`src/rtl/lsu_mem_port.sv`:
```
// lsu_mem_port: CPU load/store port to a word memory with byte/halfword RMW stores.
// Optional LSU_ALIGN_CHECK_EN enables misaligned-access faults.
module lsu_mem_port (
    input  logic        clock,
    input  logic        resetn,
    input  logic        req,
    input  logic [2:0]  op,
    input  logic [31:0] addr,
    input  logic [31:0] wdata,
    output logic        busy,
    output logic        done,
    output logic [31:0] rdata,
    output logic        misalign,
    output logic [10:0] mem_address,
    output logic        mem_read,
    output logic        mem_write,
    output logic [31:0] mem_wdata,
    input  logic [31:0] mem_rdata
);
    localparam logic [2:0] OP_LB = 3'b000, OP_LH = 3'b001, OP_LW = 3'b010, OP_SB = 3'b011;
    localparam logic [2:0] OP_LBU = 3'b100, OP_LHU = 3'b101, OP_SH = 3'b110, OP_SW = 3'b111;

    typedef enum logic [1:0] {IDLE, READ, WRITE, RESP} state_t;
    state_t state, state_n;

    logic [2:0]  op_q;
    logic [10:0] addr_q;
    logic [31:0] wdata_q, word_q, merged, ext, rep;
    logic [7:0]  bsel;
    logic [15:0] hsel;
    logic [3:0]  lane;
    logic        fault, fault_q, accept, is_store;
    logic        unused_addr_hi;

    assign unused_addr_hi = ^addr[31:11];
    assign accept = (state == IDLE) && req;
    assign is_store = (op_q == OP_SB) || (op_q == OP_SH) || (op_q == OP_SW);

`ifdef LSU_ALIGN_CHECK_EN
    assign fault = (((op == OP_LH) || (op == OP_LHU) || (op == OP_SH)) && addr[0]) ||
                   (((op == OP_LW) || (op == OP_SW)) && (addr[1:0] != 2'b00));
    assign misalign = done && fault_q;
`else
    assign fault = 1'b0;
    assign misalign = 1'b0;
`endif

    always_ff @(posedge clock or negedge resetn) begin
        if (!resetn) begin
            state   <= IDLE;
            op_q    <= '0;
            addr_q  <= '0;
            wdata_q <= '0;
            word_q  <= '0;
            fault_q <= 1'b0;
        end else begin
            state <= state_n;
            if (accept) begin
                op_q    <= op;
                addr_q  <= addr[10:0];
                wdata_q <= wdata;
                fault_q <= fault;
            end
            if (state == READ)
                word_q <= mem_rdata;
        end
    end

    always_comb begin
        state_n = state;
        case (state)
            IDLE:  if (req) state_n = fault ? RESP : (op == OP_SW) ? WRITE : READ;
            READ:  state_n = is_store ? WRITE : RESP;
            WRITE: state_n = RESP;
            default: state_n = IDLE;
        endcase
    end

    assign busy        = state != IDLE;
    assign done        = state == RESP;
    assign mem_read    = state == READ;
    assign mem_write   = state == WRITE;
    assign mem_address = {addr_q[10:2], 2'b00};

    // Store lanes: replicate the store data so any lane can pick it up directly.
    assign rep  = (op_q == OP_SB) ? {4{wdata_q[7:0]}} : {2{wdata_q[15:0]}};
    assign lane = (op_q == OP_SB) ? (4'b0001 << addr_q[1:0]) : (addr_q[1] ? 4'b1100 : 4'b0011);

    always_comb begin
        merged = word_q;
        for (int i = 0; i < 4; i++)
            if (lane[i]) merged[8*i +: 8] = rep[8*i +: 8];
    end

    assign mem_wdata = (state == WRITE) ? ((op_q == OP_SW) ? wdata_q : merged) : '0;

    assign bsel = addr_q[1] ? (addr_q[0] ? word_q[31:24] : word_q[23:16])
                            : (addr_q[0] ? word_q[15:8] : word_q[7:0]);
    assign hsel = addr_q[1] ? word_q[31:16] : word_q[15:0];
    assign ext  = (op_q == OP_LB)  ? {{24{bsel[7]}}, bsel} :
                  (op_q == OP_LBU) ? {24'b0, bsel} :
                  (op_q == OP_LH)  ? {{16{hsel[15]}}, hsel} :
                  (op_q == OP_LHU) ? {16'b0, hsel} :
                  (op_q == OP_LW)  ? word_q : '0;
    assign rdata = (done && !fault_q) ? ext : '0;
endmodule

```
`config.mk`:
```
export PLATFORM = sky130hd
export DESIGN_NAME = lsu_mem_port
export DESIGN_NICKNAME = d
export VERILOG_FILES = /design/src/rtl/lsu_mem_port.sv
export SDC_FILE = /design/constraint.sdc
export NUM_CORES = 1
export LEC_CHECK = 0
export ABC_AREA = 1
export CORE_ASPECT_RATIO = 1.75
export CORE_MARGIN = 2
export CORE_UTILIZATION = 32
export CTS_CLUSTER_SIZE = 40
export DETAILED_ROUTE_END_ITERATION = 10
export HOLD_SLACK_MARGIN = 0.06
export SKIP_LAST_GASP = 1
export SLEW_MARGIN = 30
export SYNTH_ARGS = -nofsm -noshare
export SYNTH_HDL_FRONTEND = slang
export SYNTH_SLANG_ARGS = --single-unit
```
`constraint.sdc`:
```
create_clock -name clock -period 1.7 [get_ports clock]
set_input_delay 0.17 -clock clock [delete_from_list [all_inputs] [get_ports clock]]
set_output_delay 0.17 -clock clock [all_outputs]
set_load 0.01 [all_outputs]
```
# Word-level counts from Yosys, hierarchy flattened
# Cells that the tools add are included.
dict set report word_totals {
  ff_bits 80
  latch_bits 0
  mem_bits_rw 0
  romBits 0
  inputBits 102
  output_inout_bits 80
  word_cells 47
  memories 0
}
dict set report op_classes {
  addsub 0
  n_mul 0
  div_mod_pow 0
  n_lt_le_gt_ge 0
  eq_ne 12
  shifts 1
  muxes 23
  bitwise 0
  reduce_logical 6
}
# operator n
set op_table {}
lappend op_table {{32-bit two-way mux} 9}
lappend op_table {{8-bit two-way mux} 7}
lappend op_table {{16-bit two-way mux} 1}
lappend op_table {{3-bit equality test (second input constant)} 5}
lappend op_table {{4-bit two-way mux} 2}
lappend op_table {{3-bit by 2-bit equality test with 1-bit output (second input constant)} 2}
lappend op_table {{2-bit one-hot mux with 3 select lines} 1}
lappend op_table {{2-bit equality test (second input constant)} 2}
lappend op_table {{2-bit two-way mux} 2}
lappend op_table {{1-bit by 2-bit << shifter with 4-bit output (first input constant)} 1}
lappend op_table {{3-bit by 1-bit equality test with 1-bit output (second input constant)} 1}
lappend op_table {{3-bit zero test} 1}
lappend op_table {{2-bit by 1-bit equality test with 1-bit output (second input constant)} 1}
lappend op_table {{2-bit zero test} 1}
lappend op_table {{1-bit logical OR} 2}
lappend op_table {{2-bit inequality test (second input constant)} 1}
lappend op_table {{2-bit nonzero test} 1}
lappend op_table {{1-bit logical AND} 1}
lappend op_table {{1-bit two-way mux} 1}

# Longest topological paths before layout
# Gate-level depths: netlist (run 1).
dict set report logic_depth {
  word_depth 7
  ltp_mapped 10
  ltp_nobuf 8
}

# Worst setup path before layout (run 1)
# Ideal clock, no wire load.
dict set report synth_timing {
  path_kind {register to output}
  startpoint {register state[0]}
  endpoint {output mem_wdata[11]}
  t_arrival_ns 1.474
  required_ns 1.530
  setup_slack_ns 0.056
  stages_incl_launch_ff 8
  path_buffers 1
  path_cell_list {dfrtp_1 -> inv_1 -> ha_1 -> clkinv_1 -> clkbuf_1 -> nor2_1 -> nand2_1 -> inv_1}
}
dict set report synth_via {
  elab_chain_cells 2
}
# item line_no
set synth_lines {}
lappend synth_lines {{from (decl)} 24} ;# state_t state, state_n;
lappend synth_lines {{from (signal assigned)} 57} ;# state <= state_n;
lappend synth_lines {{2-bit equality test} --}
lappend synth_lines {{net mem_write} 16} ;# output logic mem_write,
lappend synth_lines {{32-bit two-way mux} 95} ;# assign mem_wdata = (state == WRITE) ? ((op_q == OP_SW) ? wdata_q : merged) : '0;
lappend synth_lines {{to (decl)} 17} ;# output logic [31:0] mem_wdata,
# The timed path passes the listed nets, and every way through them passes these cells.

# Worst setup path in the final report (run 1)
dict set report layout_timing {
  startpoint {register op_q[2]}
  endpoint {output mem_wdata[8]}
}
dict set report layout_via {
  elab_chain_cells 5
  elab_cells_between_ends 7
  classes_between {2 x eq/ne; 5 x mux}
}
# item line_no
set layout_lines {}
lappend layout_lines {{from (decl)} 26} ;# logic [2:0] op_q;
lappend layout_lines {{from (signal assigned)} 59} ;# op_q <= op;
lappend layout_lines {{3-bit by 2-bit equality test with 1-bit output} {86, 87}}
lappend layout_lines {{32-bit two-way mux / 4-bit two-way mux (equally long branches)} {86, 87}}
lappend layout_lines {{8-bit two-way mux} 92} ;# if (lane[i]) merged[8*i +: 8] = rep[8*i +: 8];
lappend layout_lines {{32-bit two-way mux * (2 in a row)} 95}
# Mark *: on every way between the ends. The rest lies on a longest branch, timed or not.

==> results.toml, run 1 <==
[detailed_routing]
vias = 6073
drt-vias-per-instance = 5.24
route.final.wire_length_um = 23100
routedWlPerCell_um = 19.9
drc = 0
routed_antenna_nets = 0
drtPass1Iterations = 6
drt_iter0_drc = 332

[die]
floorplan.rows = 60
area_of_the_core_region_um2 = 15400
fp.dieArea_um2 = 16800
initial_cell_density_of_the_core = 0.328
die_w_um = 99.0
pin_count = 182
dieHeight_um = 170

[sta]
maxClockFrequency_mhz = 475
timing.final.crit_share = 1.24
report.final.setup_viol = 64
finalHoldViolations = 0
grt_setup_unrepaired = "true"
setup_ws_ns = -0.407
fin_crit_ns = 2.11
fin_skew_ns = 0.00764
timing.setup.tns_ns = -20.06
report.final.slew_viol_count = 0

[finish]
fin_nets = 1075
final_cells = 1160
layout-drive-gt1-share = 0.502
n_antenna_cell = 0
flow.area_growth_from_synthesis_pct = 88.4

[setup_path]
regToRegStartpoint = "state[1]$_DFFE_PN0P_"
timing.reg2reg.worst_path_depth = 7
data_required_time_at_the_worst_endpoint_ns = 1.53
crit_end = "mem_wdata[8]"
worst_setup_path_category = "register to primary output"
worst-path-max-fanout = 3
crit_start = "op_q[2]$_DFFE_PN0P_"
timing.critical_path.to_type = "primary output"
reg2reg_to = "state[1]$_DFFE_PN0P_"
startpoint_type = "register"
timing.reg2reg.setup_slack_ns = 0.15
crit_arrival_ns = 1.94

[grt]
first_global_vias = 5891
antenna_violations_before_repair = 0
grt.total_usage = 0.247
wire_length_of_the_first_global_routing_pass_um = 31900
grt_max_degree = 81
global_route.overflow_total = 0

[pwr]
fin_total_pwr_mw = 20.1
p_int_mw = 10.7
switching_share = 0.465
p_sw_mw = 9.32
power.share.combinational = 0.703
cellLeakagePower_nw = 4.51
vdd.ir_drop.worst_uv = 1270
power.clock.fraction = 0.102
flop_pwr_share = 0.195
power.density_nw_per_um2 = 2110

[yosys]
syn-cell-area_um2 = 5050
syn_area_per_cell_um2 = 7.41
yosysSeqAreaShare = 0.396
yosysWarningCount = 0
ys_seq_elements = 80
yosysUniqueCellTypes = 27
synthesis.instances = 682

[cts]
cts_sinks = 80
cts-root-buf = "sky130_fd_sc_hd__clkbuf_16"
clk_latency_ns = 0.35
cts_htree_levels = 3
cts_inserted_buffers = 9
tritoncts = "done"
path_clk_slew_ns = 0.06
clockBufferDepth = 2

[place]
place_congestion = 0.954
placement.io_buffers = 157
place_ws_ns = -0.456
placed_cells_incl_taps = 1074
dp_hpwl_um = 14800

[outcome]
status = "finished with violations"
failing_checks = "setup timing"

[worst_hold_path]
worst_hold_path_type = "input port to asynchronous set/reset pin"

[job]
timing.max_cap.violations = 0
worst min path at each step:
stage | from | to | slack [ns] | cells past startpoint
2_1_floorplan | resetn | addr_q[0]$_DFFE_PN0P_ | -0.13 | 0
3_3_place_gp | resetn | word_q[6]$_DFFE_PN0P_ | 0.24 | 2
3_5_place_dp | resetn | word_q[6]$_DFFE_PN0P_ | 0.24 | 2
4_1_cts | mem_rdata[28] | word_q[28]$_DFFE_PN0P_ | 0.38 | 3
5_1_grt | mem_rdata[19] | word_q[19]$_DFFE_PN0P_ | 0.41 | 3
6_report | resetn | word_q[7]$_DFFE_PN0P_ | 0.37 | 3
layer usage:
metal / track usage / vias to the layer above / routed length (um)
met1: 0.267 / 2889 / 7780
met2: 0.453 / 313 / 12500
li1: - / 2770 / -
met5: 0 / - / 0
met4: 0.142 / 0 / 1500
met3: 0.0329 / 101 / 1390
state kept, by name (all words and copies together), names as in the netlist:
name	cells
addr_q	11
op_q	3
state	2
wdata_q	32
word_q	32
metrics by stage:
step / utilization / area (um^2) / hold slack [ns]
floorplan: - / 5060 / -0.126
global placement: 0.484 / 7440 / 0.237
detailed placement: 0.484 / 7440 / 0.237
CTS: 0.572 / 8800 / 0.376
global route: 0.618 / 9520 / 0.405
finish: 0.618 / 9520 / 0.367
cells in the final DEF (no fill, tap or decap), types with 4 or more instances in the layout:
cell type                         instances
sky130_fd_sc_hd__nor2_4                  19
sky130_fd_sc_hd__nand3_2                 25
sky130_fd_sc_hd__o21ai_2                 19
sky130_fd_sc_hd__nand3_4                  6
sky130_fd_sc_hd__inv_6                    4
sky130_fd_sc_hd__nor2_2                   7
sky130_fd_sc_hd__nand2_2                 44
sky130_fd_sc_hd__nand2_4                 19
sky130_fd_sc_hd__clkdlybuf4s50_1         88
sky130_fd_sc_hd__clkbuf_16               12
sky130_fd_sc_hd__buf_12                  12
sky130_fd_sc_hd__nand2_1                 97
sky130_fd_sc_hd__buf_6                   71
sky130_fd_sc_hd__a211oi_4                 5
sky130_fd_sc_hd__nor2_1                  69
sky130_fd_sc_hd__buf_16                   4
sky130_fd_sc_hd__mux2_2                  47
sky130_fd_sc_hd__dfrtp_2                  4
sky130_fd_sc_hd__o211ai_1                 6
sky130_fd_sc_hd__a21oi_2                 12
sky130_fd_sc_hd__a21oi_1                 12
sky130_fd_sc_hd__nand2_8                  5
sky130_fd_sc_hd__o21ai_0                 38
sky130_fd_sc_hd__nand3_1                 21
sky130_fd_sc_hd__o21ai_1                 14
sky130_fd_sc_hd__inv_1                   54
sky130_fd_sc_hd__buf_4                   93
sky130_fd_sc_hd__a21oi_4                 12
sky130_fd_sc_hd__inv_2                    6
sky130_fd_sc_hd__dfrtp_1                 76
sky130_fd_sc_hd__buf_2                   42
final cells by class:
cell class,instances,area (um^2)
Sequential cell,80,2010
Multi-Input combinational cell,490,3600
Fill cell,1256,5870
Clock inverter,7,76.3
Timing Repair Buffer,321,3100
Tap cell,186,233
Clock buffer,9,225
Inverter,67,275
kinds of logic (layout without fill, tap and decap cells):
| kind of cell | count (synthesis) | in the layout | synth area share |
|---|---|---|---|
| compound gates | 121 | 121 | 0.129 |
| fa+ha+maj | 4 | 4 | 0.00991 |
| buf+inv | 115 | 404 | 0.103 |
| flops | 80 | 80 | 0.396 |
| mux | 47 | 47 | 0.105 |
| other cells | 1 | 3 | 0.000742 |
| simple gates | 314 | 315 | 0.257 |
timing repair:
item | 4_1_cts | 5_1_grt
pin swaps | 58 | 53
hold endpoints to repair | 80 | 0
gates resized for setup | 480 | 143
gates cloned | 5 | 3
setup buffers | 49 | 17
hold buffers | 1 | 0
setup endpoints to repair | 68 | 66
power groups by stage:
stage / Clock, mW / Combinational (mW) / Sequential (mW)
after floorplan: 0 / 5.19 / 3.38
after global placement: 0 / 9.51 / 3.71
after detailed placement: 0 / 9.52 / 3.73
after CTS: 2.07 / 12.0 / 3.80
after global routing: 2.14 / 14.9 / 3.99
final: 2.05 / 14.1 / 3.90
worst max-delay path, stage by stage (launching register included):
cell and delay [ns]:
sky130_fd_sc_hd__dfrtp_1 0.41, sky130_fd_sc_hd__buf_6 0.15, sky130_fd_sc_hd__nor2_4 0.16, sky130_fd_sc_hd__buf_6 0.15
sky130_fd_sc_hd__a21oi_4 0.07, sky130_fd_sc_hd__buf_4 0.14, sky130_fd_sc_hd__buf_6 0.12, sky130_fd_sc_hd__nand2_4 0.08
sky130_fd_sc_hd__nand3_2 0.08, sky130_fd_sc_hd__nand2_1 0.07, sky130_fd_sc_hd__inv_1 0.04, sky130_fd_sc_hd__buf_2 0.13
Yosys cell counts:
cell                         n  share of area
sky130_fd_sc_hd__inv_1      62          0.046
sky130_fd_sc_hd__a21oi_4     1         0.0032
sky130_fd_sc_hd__conb_1      1        0.00074
sky130_fd_sc_hd__mux2_2     47           0.10
sky130_fd_sc_hd__inv_2       4         0.0030
sky130_fd_sc_hd__ha_1        4         0.0099
sky130_fd_sc_hd__buf_1       2         0.0015
sky130_fd_sc_hd__o21ai_2     1         0.0017
sky130_fd_sc_hd__nor3_2      1         0.0020
sky130_fd_sc_hd__nand4_4     1         0.0042
sky130_fd_sc_hd__nand3_2     1         0.0020
sky130_fd_sc_hd__nand3_1    51          0.051
sky130_fd_sc_hd__a31oi_1     2         0.0025
sky130_fd_sc_hd__clkbuf_1   12         0.0089
sky130_fd_sc_hd__o21ai_0    49          0.049
sky130_fd_sc_hd__buf_2      16          0.016
sky130_fd_sc_hd__o21ai_1    22          0.022
sky130_fd_sc_hd__dfrtp_1    80           0.40
sky130_fd_sc_hd__clkinv_1    1        0.00074
sky130_fd_sc_hd__nor2_2      3         0.0037
sky130_fd_sc_hd__o211ai_1    6         0.0089
sky130_fd_sc_hd__nor2_1     92          0.068
sky130_fd_sc_hd__nand2_2     7         0.0087
sky130_fd_sc_hd__buf_4      18          0.027
sky130_fd_sc_hd__a211oi_1    5         0.0074
sky130_fd_sc_hd__a21oi_1    35          0.035
sky130_fd_sc_hd__nand2_1   158           0.12
Power figures use the tool's default switching activity.
==> run 2, diff against run 1 <==
- DONT_BUFFER_PORTS: not set -> 1
- GPL_ROUTABILITY_DRIVEN: not set -> 0
- SKIP_CTS_REPAIR_TIMING: not set -> 1
==> results.toml, run 2 (same netlist as run 1, synthesis figures left out) <==
[pwr]
fin_total_pwr_mw = 16.6
power.density_nw_per_um2 = 2100
cellLeakagePower_nw = 3.63
vdd.ir_drop.worst_uv = 1120

[finish]
fin_nets = 938
finalInstanceArea_um2 = 7900
layout.cells.most_common_list = "sky130_fd_sc_hd__nand2_1, sky130_fd_sc_hd__dlygate4sd3_1, sky130_fd_sc_hd__dfrtp_1, sky130_fd_sc_hd__nor2_1, sky130_fd_sc_hd__buf_4"
reg_top3 = "wdata_q (32), word_q (32), addr_q (11)"
n_antenna_cell = 0
flow.area_growth_from_synthesis_pct = 56.4
layout_commonest_cell = "sky130_fd_sc_hd__nand2_1"
layout-drive-gt1-share = 0.378
final_cells = 1023

[sta]
report.final.slew_viol_count = 0
grt_setup_unrepaired = "true"
fin_crit_ns = 2.05
finalHoldViolations = 80
setup_ws_ns = -0.348
whs_ns = -0.488
timing.final.crit_share = 1.20
timing.setup.tns_ns = -16.30
report.final.setup_viol = 65
maxClockFrequency_mhz = 488
fin_skew_ns = 0.00696

[setup_path]
startpoint_type = "register"
delay_contributed_by_the_slowest_stage_of_the_critical_path_ns = 0.51
crit_top_cell = "sky130_fd_sc_hd__nand2_2"
worstPathCellList = "inv_4 > nand2_2 > nand2_1 > nand2_2 > nand2_2 > nand2_2 > nand2_4 > clkbuf_16 > a21oi_4 > buf_6"
crit_slowest_cell = "sky130_fd_sc_hd__dfrtp_2"
crit_arrival_ns = 1.88
timing.critical_path.to_type = "primary output"
worstPathBufferInverterCount = 3
data_required_time_at_the_worst_endpoint_ns = 1.53
worst-path-max-fanout = 5
worst_setup_path_category = "register to primary output"
cpLargestDelayFamily = "flip-flops"

[die]
dieHeight_um = 170
floorplan.rows = 60
initial_cell_density_of_the_core = 0.328
die_w_um = 99.0
fp.dieArea_um2 = 16800
area_of_the_core_region_um2 = 15400
pin_count = 182

[outcome]
status = "finished with violations"
failing_checks = "hold timing, setup timing"

[grt]
wire_length_of_the_first_global_routing_pass_um = 25800
grt.total_usage = 0.202
global_route.overflow_total = 0
antenna_violations_before_repair = 0
grt_max_degree = 81
first_global_vias = 4611

[place]
post_dp_cell_area_um2 = 5760
dp_hpwl_um = 13600
placed_cells_incl_taps = 904
placement.io_buffers = 0

[detailed_routing]
route.final.wire_length_um = 20400
routed_antenna_nets = 0
routedWlPerCell_um = 20.0
drt_iter0_drc = 301
drt-vias-per-instance = 5.25
drtPass1Iterations = 5
vias = 5371
drc = 0

[cts]
clockBufferDepth = 2
cts_htree_levels = 3
cts_sinks = 80
path_clk_slew_ns = 0.07
tritoncts = "done"
clk_latency_ns = 0.35
cts_inserted_buffers = 9
cts-root-buf = "sky130_fd_sc_hd__clkbuf_16"

[job]
timing.max_cap.violations = 0

[worst_hold_path]
worst_hold_path_type = "input port to asynchronous set/reset pin"
==> run 2: cell count changes in the layout (fill, tap and decap cells not counted), moves of 17 or more <==
cell | before | now
sky130_fd_sc_hd__buf_4 | 93 | 64
sky130_fd_sc_hd__nand2_1 | 97 | 114
sky130_fd_sc_hd__dlygate4sd3_1 | 1 | 78
sky130_fd_sc_hd__buf_2 | 42 | 0
sky130_fd_sc_hd__buf_6 | 71 | 16
sky130_fd_sc_hd__clkdlybuf4s50_1 | 88 | 0
==> run 2: metrics by stage <==
step | utilization | worst slack [ns]
floorplan | - | 0.0559
global placement | 0.374 | -0.00950
detailed placement | 0.374 | 0.00578
CTS | 0.396 | -0.381
global route | 0.513 | -0.368
finish | 0.513 | -0.348
==> run 2: report_power, final <==
group	switching [mW]	internal, mW	total [mW]
Clock	0.872	1.31	2.18
Combinational	5.84	4.43	10.3
Sequential	1.26	2.89	4.15
==> run 2: final timing paths <==
kind	end	depth (start not counted)	start	slack (ns)
hold reg to reg	wdata_q[23]$_DFFE_PN0P_	1	wdata_q[23]$_DFFE_PN0P_	0.51
hold / removal	state[0]$_DFFE_PN0P_	0	resetn	-0.49
setup reg to reg	addr_q[8]$_DFFE_PN0P_	5	state[1]$_DFFE_PN0P_	0.14
max in group asynchronous	wdata_q[27]$_DFFE_PN0P_	0	resetn	2.04
setup / recovery	rdata[13]	10	addr_q[1]$_DFFE_PN0P_	-0.35
min in group clock	state[0]$_DFFE_PN0P_	3	req	0.06
==> run 2: area by class of cell <==
class	instances	area, um^2
timing repair buffer	183	1940
inverter	67	263
fill	1417	7490
clock buffer	9	225
clock inverter	7	101
tap	186	233
multi-input combinational	491	3140
sequential	80	2010
==> run 2: metal layers <==
layer  wire [um]  vias up  GRT usage  share of wire
li1            -     2503          -              -
met1        6910     2552      0.228           0.34
met2       11200      241      0.368           0.55
met3         952       75     0.0218          0.047
met4        1340        0      0.106          0.066
met5           0        -          0              0
==> run 3, diff against run 2 <==
==> constraint.sdc (replaced) <==
create_clock -name clock -period 1.7 [get_ports clock]
set_input_delay 0.425 -clock clock [delete_from_list [all_inputs] [get_ports clock]]
set_output_delay 0.425 -clock clock [all_outputs]
set_load 0.01 [all_outputs]
==> results.toml, run 3 (same netlist as run 1, synthesis figures left out) <==
[outcome]
status = "finished with violations"
failing_checks = "hold timing, setup timing"

[detailed_routing]
route.final.wire_length_um = 19000
routedWlPerCell_um = 19.7
vias = 4956
drt_iter0_drc = 323
routed_antenna_nets = 0
drt-vias-per-instance = 5.15
drc = 0
drtPass1Iterations = 4

[finish]
flow.area_growth_from_synthesis_pct = 36.2
finalCoreUtilization = 0.447
final_cells = 962
finalInstanceArea_um2 = 6880
final.fill_count = 1524
fin_nets = 877
multiInputGateArea_um2 = 2880
layout-drive-gt1-share = 0.383
layout_commonest_cell = "sky130_fd_sc_hd__nand2_1"
seq_area_um2 = 2010
reg_top3 = "wdata_q (32), word_q (32), addr_q (11)"
n_antenna_cell = 0
layout.cells.most_common_list = "sky130_fd_sc_hd__nand2_1, sky130_fd_sc_hd__buf_4, sky130_fd_sc_hd__nor2_1, sky130_fd_sc_hd__dfrtp_1, sky130_fd_sc_hd__mux2_2"

[cts]
clk_latency_ns = 0.35
clockBufferDepth = 2
cts-root-buf = "sky130_fd_sc_hd__clkbuf_16"
path_clk_slew_ns = 0.07
cts_inserted_buffers = 9
cts_htree_levels = 3
tritoncts = "done"
cts_sinks = 80

[sta]
setup_ws_ns = -0.533
report.final.slew_viol_count = 0
timing.setup.tns_ns = -29.38
maxClockFrequency_mhz = 448
grt_setup_unrepaired = "true"
finalHoldViolations = 80
fin_skew_ns = 0.00774
report.final.setup_viol = 64
whs_ns = -0.228
timing.final.crit_share = 1.31
fin_crit_ns = 2.23

[setup_path]
cpLargestDelayFamily = "buffers and inverters"
crit_top_cell = "sky130_fd_sc_hd__buf_6"
crit_arrival_ns = 1.81
worstPathBufferInverterCount = 4
worst-path-max-fanout = 7
worstPathCellList = "buf_6 > nor3_4 > buf_6 > clkbuf_16 > a21oi_1 > nor2_1 > buf_4"
timing.critical_path.to_type = "primary output"
startpoint_type = "register"
delay_contributed_by_the_slowest_stage_of_the_critical_path_ns = 0.47
worst_setup_path_category = "register to primary output"
data_required_time_at_the_worst_endpoint_ns = 1.27
crit_slowest_cell = "sky130_fd_sc_hd__dfrtp_2"

[worst_hold_path]
worst_hold_path_type = "input port to asynchronous set/reset pin"

[die]
floorplan.rows = 60
die_w_um = 99.0
initial_cell_density_of_the_core = 0.328
area_of_the_core_region_um2 = 15400
pin_count = 182
fp.dieArea_um2 = 16800
dieHeight_um = 170

[place]
post_dp_cell_area_um2 = 5960
place_ws_ns = -0.279
placed_cells_incl_taps = 928
placement.io_buffers = 0
dp_hpwl_um = 13900

[pwr]
switching_share = 0.475
vdd.ir_drop.worst_uv = 1200
fin_total_pwr_mw = 15.3
p_sw_mw = 7.25
p_int_mw = 8.01
power.share.combinational = 0.616
power.density_nw_per_um2 = 2220
flop_pwr_share = 0.260
power.clock.fraction = 0.125
cellLeakagePower_nw = 3.31

[grt]
first_global_vias = 4788
wire_length_of_the_first_global_routing_pass_um = 26300
antenna_violations_before_repair = 0
global_route.overflow_total = 0
grt_max_degree = 81
grt.total_usage = 0.208

[job]
timing.max_cap.violations = 0
==> run 3: worst reg2reg max path: stages (launching register included) <==
cell,delay (ns)
sky130_fd_sc_hd__dfrtp_1,0.42
sky130_fd_sc_hd__inv_2,0.08
sky130_fd_sc_hd__buf_4,0.15
sky130_fd_sc_hd__ha_4,0.17
sky130_fd_sc_hd__nand2_4,0.12
sky130_fd_sc_hd__clkbuf_16,0.22
sky130_fd_sc_hd__mux2_2,0.35
==> run 3: path summary, 6_finish.rpt <==
path / end / start / cells after the start / slack [ns]
min in group clock: word_q[20]$_DFFE_PN0P_ / mem_rdata[20] / 2 / 0.20
max: rdata[19] / op_q[0]$_DFFE_PN0P_ / 7 / -0.53
max in group asynchronous: wdata_q[16]$_DFFE_PN0P_ / resetn / 0 / 1.77
min reg2reg: wdata_q[18]$_DFFE_PN0P_ / wdata_q[18]$_DFFE_PN0P_ / 1 / 0.51
min: state[1]$_DFFE_PN0P_ / resetn / 0 / -0.23
max reg2reg: wdata_q[8]$_DFFE_PN0P_ / state[1]$_DFFE_PN0P_ / 6 / 0.06
==> run 3: routing by layer <==
metal  wire, um  GRT usage  vias up
li1           -          -     2366
met1       6980      0.235     2349
met2      10100      0.366      188
met3        786     0.0308       53
met4       1060      0.120        0
met5          0          0        -
==> run 3: area by class of cell <==
cell class / instances / area share
clock buffers: 9 / 0.0327
clock inverters: 7 / 0.00800
inverters: 67 / 0.0386
flip-flops and latches: 80 / 0.292
repair buffers: 124 / 0.176
well taps: 186 / 0.0338
multi-input cells: 489 / 0.419
==> run 3: power by group through the flow <==
stage | combinational [mW] | sequential [mW] | clock [mW]
floorplan | 5.23 | 3.39 | 0
global placement | 7.78 | 3.88 | 0
detailed placement | 7.85 | 3.90 | 0
CTS | 7.89 | 3.86 | 1.93
global route | 10.2 | 4.05 | 2.00
finish | 9.39 | 3.96 | 1.90
